==> src/rtl/mem_arbiter.sv <==
// mem_arbiter: shares one memory port between an instruction-fetch requester
// and a load/store requester. A single access is outstanding at a time. An
// access that sees no mem_ready for TIMEOUT_CYCLES busy cycles is aborted:
// it acks with zero data and sets the sticky err flag.
//
// Build option: define MEM_ARB_RR_EN to grant simultaneous requests
// round-robin. Without it, data always wins over fetch.
//
// state  | meaning
// -------+------------------------------------------------------------
// IDLE   | no access in flight; requests are sampled for a grant
// BUSY_F | fetch access on the memory port, waiting for mem_ready
// BUSY_D | load/store access on the memory port, waiting for mem_ready

module mem_arbiter #(
  parameter int unsigned TIMEOUT_CYCLES = 255
) (
  input  logic        clk,
  input  logic        reset,

  input  logic        f_req,
  input  logic [31:0] f_addr,
  output logic        f_ack,
  output logic [31:0] f_data,

  input  logic        d_req,
  input  logic        d_we,
  input  logic [31:0] d_addr,
  input  logic [31:0] d_wdata,
  output logic        d_ack,
  output logic [31:0] d_rdata,

  output logic        mem_req,
  output logic        mem_we,
  output logic [31:0] mem_addr,
  output logic [31:0] mem_wdata,
  input  logic [31:0] mem_rdata,
  input  logic        mem_ready,

  output logic        stall,
  output logic        err
);

  localparam int CNT_W = $clog2(TIMEOUT_CYCLES + 1);
  // The count holds the number of stalled busy cycles already completed, so
  // the abort fires in the cycle where the current one is the last allowed.
  localparam logic [CNT_W-1:0] CNT_LAST = CNT_W'(TIMEOUT_CYCLES - 1);

  typedef enum logic [1:0] {
    IDLE   = 2'd0,
    BUSY_F = 2'd1,
    BUSY_D = 2'd2
  } state_t;

  state_t           state;
  logic [CNT_W-1:0] busy_cnt;
  logic             busy;
  logic             timeout_hit;
  logic             done;
  logic             grant_d;
  logic             grant_f;

  assign busy        = (state == BUSY_F) || (state == BUSY_D);
  // mem_ready takes precedence over an abort landing in the same cycle.
  assign timeout_hit = busy && !mem_ready && (busy_cnt == CNT_LAST);
  assign done        = busy && (mem_ready || timeout_hit);

`ifdef MEM_ARB_RR_EN
  // Set when fetch should win the next tie, i.e. data was granted last.
  logic favour_fetch;
  assign grant_d = d_req && !(f_req && favour_fetch);
`else
  assign grant_d = d_req;
`endif
  assign grant_f = f_req && !grant_d;

  // Completion handshake is combinational so the requester sees it in the
  // same cycle memory answers; data is forced to zero on an abort.
  assign f_ack   = (state == BUSY_F) && done;
  assign d_ack   = (state == BUSY_D) && done;
  assign f_data  = ((state == BUSY_F) && mem_ready) ? mem_rdata : '0;
  assign d_rdata = ((state == BUSY_D) && mem_ready) ? mem_rdata : '0;

  // Stall the pipeline while any request is waiting for its ack.
  assign stall = (f_req && !f_ack) || (d_req && !d_ack);

  // Arbitration FSM with registered memory-port outputs, timeout counter and err.
  always_ff @(posedge clk or posedge reset) begin
    if (reset) begin
      state     <= IDLE;
      mem_req   <= 1'b0;
      mem_we    <= 1'b0;
      mem_addr  <= '0;
      mem_wdata <= '0;
      busy_cnt  <= '0;
      err       <= 1'b0;
`ifdef MEM_ARB_RR_EN
      favour_fetch <= 1'b0;
`endif
    end else begin
      case (state)
        IDLE: begin
          busy_cnt <= '0;
          if (grant_d) begin
            state     <= BUSY_D;
            mem_req   <= 1'b1;
            mem_we    <= d_we;
            mem_addr  <= d_addr;
            mem_wdata <= d_wdata;
          end else if (grant_f) begin
            state    <= BUSY_F;
            mem_req  <= 1'b1;
            mem_we   <= 1'b0;
            mem_addr <= f_addr;
          end
`ifdef MEM_ARB_RR_EN
          if (grant_d) begin
            favour_fetch <= 1'b1;
          end else if (grant_f) begin
            favour_fetch <= 1'b0;
          end
`endif
        end
        BUSY_F, BUSY_D: begin
          if (done) begin
            state   <= IDLE;
            mem_req <= 1'b0;
            if (timeout_hit) begin
              err <= 1'b1;
            end
          end else begin
            busy_cnt <= busy_cnt + CNT_W'(1);
          end
        end
        default: begin
          state   <= IDLE;
          mem_req <= 1'b0;
        end
      endcase
    end
  end

endmodule

==> config.mk <==
export PLATFORM = sky130hd
export DESIGN_NAME = mem_arbiter
export DESIGN_NICKNAME = d
export VERILOG_FILES = /design/src/rtl/mem_arbiter.sv
export SDC_FILE = /design/constraint.sdc
export NUM_CORES = 1
export LEC_CHECK = 0
export CAP_MARGIN = 20
export CORE_MARGIN = 2
export CORE_UTILIZATION = 39
export CTS_BUF_LIST = sky130_fd_sc_hd__clkbuf_4 sky130_fd_sc_hd__clkbuf_8
export DETAILED_ROUTE_END_ITERATION = 7
export HOLD_SLACK_MARGIN = 0.05
export PLACE_DENSITY_LB_ADDON = 0.25
export SETUP_SLACK_MARGIN = 0.02
export SKIP_CTS_REPAIR_TIMING = 1
export SLEW_MARGIN = 20
export SYNTH_ARGS = -nofsm -noshare
export SYNTH_HDL_FRONTEND = slang
export SYNTH_SLANG_ARGS = --single-unit
export TNS_END_PERCENT = 5
==> constraint.sdc <==
create_clock -name clk -period 5.75 [get_ports clk]
set_clock_uncertainty 0.05 [all_clocks]
set_input_delay 0.8625 -clock clk [delete_from_list [all_inputs] [get_ports clk]]
set_output_delay 0.8625 -clock clk [all_outputs]
set_load 0.05 [all_outputs]
==> metrics.cfg <==
[setup_path]
worst_ep_required_time_ns=4.84
rr_endpoint=mem_wdata[30]
cp_top_family=buffers and inverters
path_buf_inv=3
path_cells=clkdlybuf4s50_1 > buf_4 > and3_1 > clkdlybuf4s50_1
cpMaxStageDelayCell=clkdlybuf4s50_1
critPathMaxStageDelay_ns=0.81
critPathCaptureType=output port
cpMostUsedCell=clkdlybuf4s50_1
path_class=in -> out
path_max_fanout=28
critical_path_arrival_ns=3.03
r2r_start=state[0]
r2r_slack_ns=3.91
r2r_cells=5
cp-start-kind=primary input

[place]
dp_hpwl_um=9480
gp_congestion=0.834
port_buffers=267

[worst_hold_path]
hold_start=mem_addr[1]
min_path_type=reg -> reg
worstHoldEndpoint=mem_addr[1]
whs_path_depth=2

[global_route]
grt_pass1_vias=3597
use_met1_pct=24.9
grt_pass1_wl_um=17800
grt.busiest_layer=met2
met3_usage_pct=8.81
antenna_found_initial=0
grtUsageMet2_pct=37.3
grt_overflow=0
grt_usage_pct=21.9
grt_max_degree=66

[final_layout]
fin_nets=754
drive_gt1_share_pct=9.85
syn_to_final_growth_pct=77.5
mostFrequentLayoutCell=clkdlybuf4s50_1
antenna_cells=0
final_cell_mix=clkdlybuf4s50_1 (266), dfrtp_1 (77), and3_1 (69)
post-route-util_pct=70.4

[yosys]
ys_seq_elements=77
synth_fp_nets=498
synth-edff-count=0
yosysUniqueCellTypes=35
synthFlopType=dfrtp_1
synthesis.area_mm2=0.00382
ys_seq_area_share_pct=50.4
synth_warnings=0
syn_inst=359
synth_area_per_cell_um2=10.7
ys_async_sr_fraction_pct=100

[sta]
rsz0062_at_grt=false
setup-tns-final_ns=0
slew_headroom_pct=36.9
drv_slew=0
tightest_slew_ns=0.947
fin_crit_sh_pct=68.5
fmax_mhz=254
fin_crit_ns=3.94
hold_viol=0
setup_violations=0

[detailed_routing]
avgRoutedWirePerCell_um=16.1
drt_wl_total_um=12100
firstDrtPassIters=4
drt_iter0_markers=159
vias=3726
vias_per_cell=4.95
ant_nets=0
drc_errors=0

[pwr]
p_leak_nw=3.09
ir_worst_vdd_mv=0.362
p_per_area_mw_per_mm2=531

[cts]
clockBufferDepth=2
root_buffer=clkbuf_8
clk_latency_ns=0.34
cts_tree=built
htree_num_levels=3
cts_sinks=77
cts_inserted_buffers=9
path_clk_slew_ns=0.08

[die]
num_rows=36
initial_core_util_pct=39.7
core_area_mm2=0.00964
die_area_mm2=0.0106
fp.dieW_um=103
pin_count=268
die_h_um=103

[run]
drv_cap=0

[status]
status=complete, no violations

-- sequential cells by signal, indices dropped and copies added, names as in the netlist --
name,flops
busy_cnt,8
err,1
mem_addr,32
mem_req,1
mem_wdata,32
mem_we,1
state,2
-- cell usage after synthesis, types with 2 or more instances --
master / number / area share [%]
dfrtp_1: 77 / 50
inv_1: 6 / 0.59
clkbuf_1: 15 / 1.5
buf_2: 13 / 1.7
nand3_1: 4 / 0.52
o21ai_0: 34 / 4.4
nor3_1: 2 / 0.26
nand2_1: 37 / 3.6
mux2i_1: 34 / 8.9
nor2_1: 2 / 0.20
ha_1: 5 / 1.6
a21oi_1: 5 / 0.65
and3_1: 69 / 11
o22ai_1: 2 / 0.33
mux2_2: 32 / 9.4
nor2b_1: 2 / 0.33
nand2b_1: 2 / 0.33
-- per-stage QoR --
stage | instances | setup WS [ns] | cell area, um2 | hold WS (ns) | total power [mW]
floorplan | 359 | 2.62 | 3820 | 0.440 | 2.41
global placement | 737 | 1.86 | 6590 | 0.412 | 3.18
detailed placement | 737 | 1.82 | 6590 | 0.420 | 3.22
CTS | 752 | 1.82 | 6790 | 0.437 | 3.64
global route | 752 | 1.70 | 6790 | 0.458 | 3.78
finish | 752 | 1.81 | 6790 | 0.431 | 3.61
-- where the power goes --
part | switching [mW] | leakage (nW) | internal (mW) | total, mW
Sequential | 0.127 | 0.941 | 0.787 | 0.914
Combinational | 1.50 | 2.05 | 0.787 | 2.29
Clock | 0.189 | 0.103 | 0.214 | 0.403
-- worst max path at each step --
stage	slack [ns]	to	from	cells past startpoint
6_report	1.81	d_rdata[10]	mem_ready	4
5_1_grt	1.70	f_data[7]	mem_ready	4
4_1_cts	1.82	stall	mem_ready	5
3_5_place_dp	1.82	stall	mem_ready	5
3_3_place_gp	1.86	stall	mem_ready	5
2_1_floorplan	2.62	stall	mem_ready	3
-- tightest hold or removal path, delay by kind of cell (launching register included) --
kind | cells | cell delay, ns
AO/OA/AOI/OAI | 1 | 0.06
flip-flops | 1 | 0.34
AND/OR/NAND/NOR | 1 | 0.04
-- cell type report --
class	instances	area, um2
clock buffer	11	145
clock inverter	4	48.8
fill	764	2850
inverter	6	22.5
multi-input combinational	248	1770
sequential	77	1930
tap	133	166
timing repair buffer	273	2710
-- layer usage --
| metal | share of wire [%] | up-vias |
|---|---|---|
| met4 | 1.7 | 0 |
| li1 | - | 1791 |
| met2 | 52 | 146 |
| met1 | 37 | 1769 |
| met5 | 0 | - |
| met3 | 8.5 | 20 |
-- logic make-up (layout without fill, tap and decap cells) --
family	after synthesis	in the layout	synth area share [%]
adder cells (fa/ha/maj)	5	5	1.64
AND/OR/NAND/NOR	123	123	17.7
multiplexers	66	66	18.3
XOR/XNOR	1	1	0.229
AO/OA/AOI/OAI	53	53	7.98
flip-flops	77	77	50.4
buffers and inverters	34	294	3.76
Power figures use the tool's default switching activity.
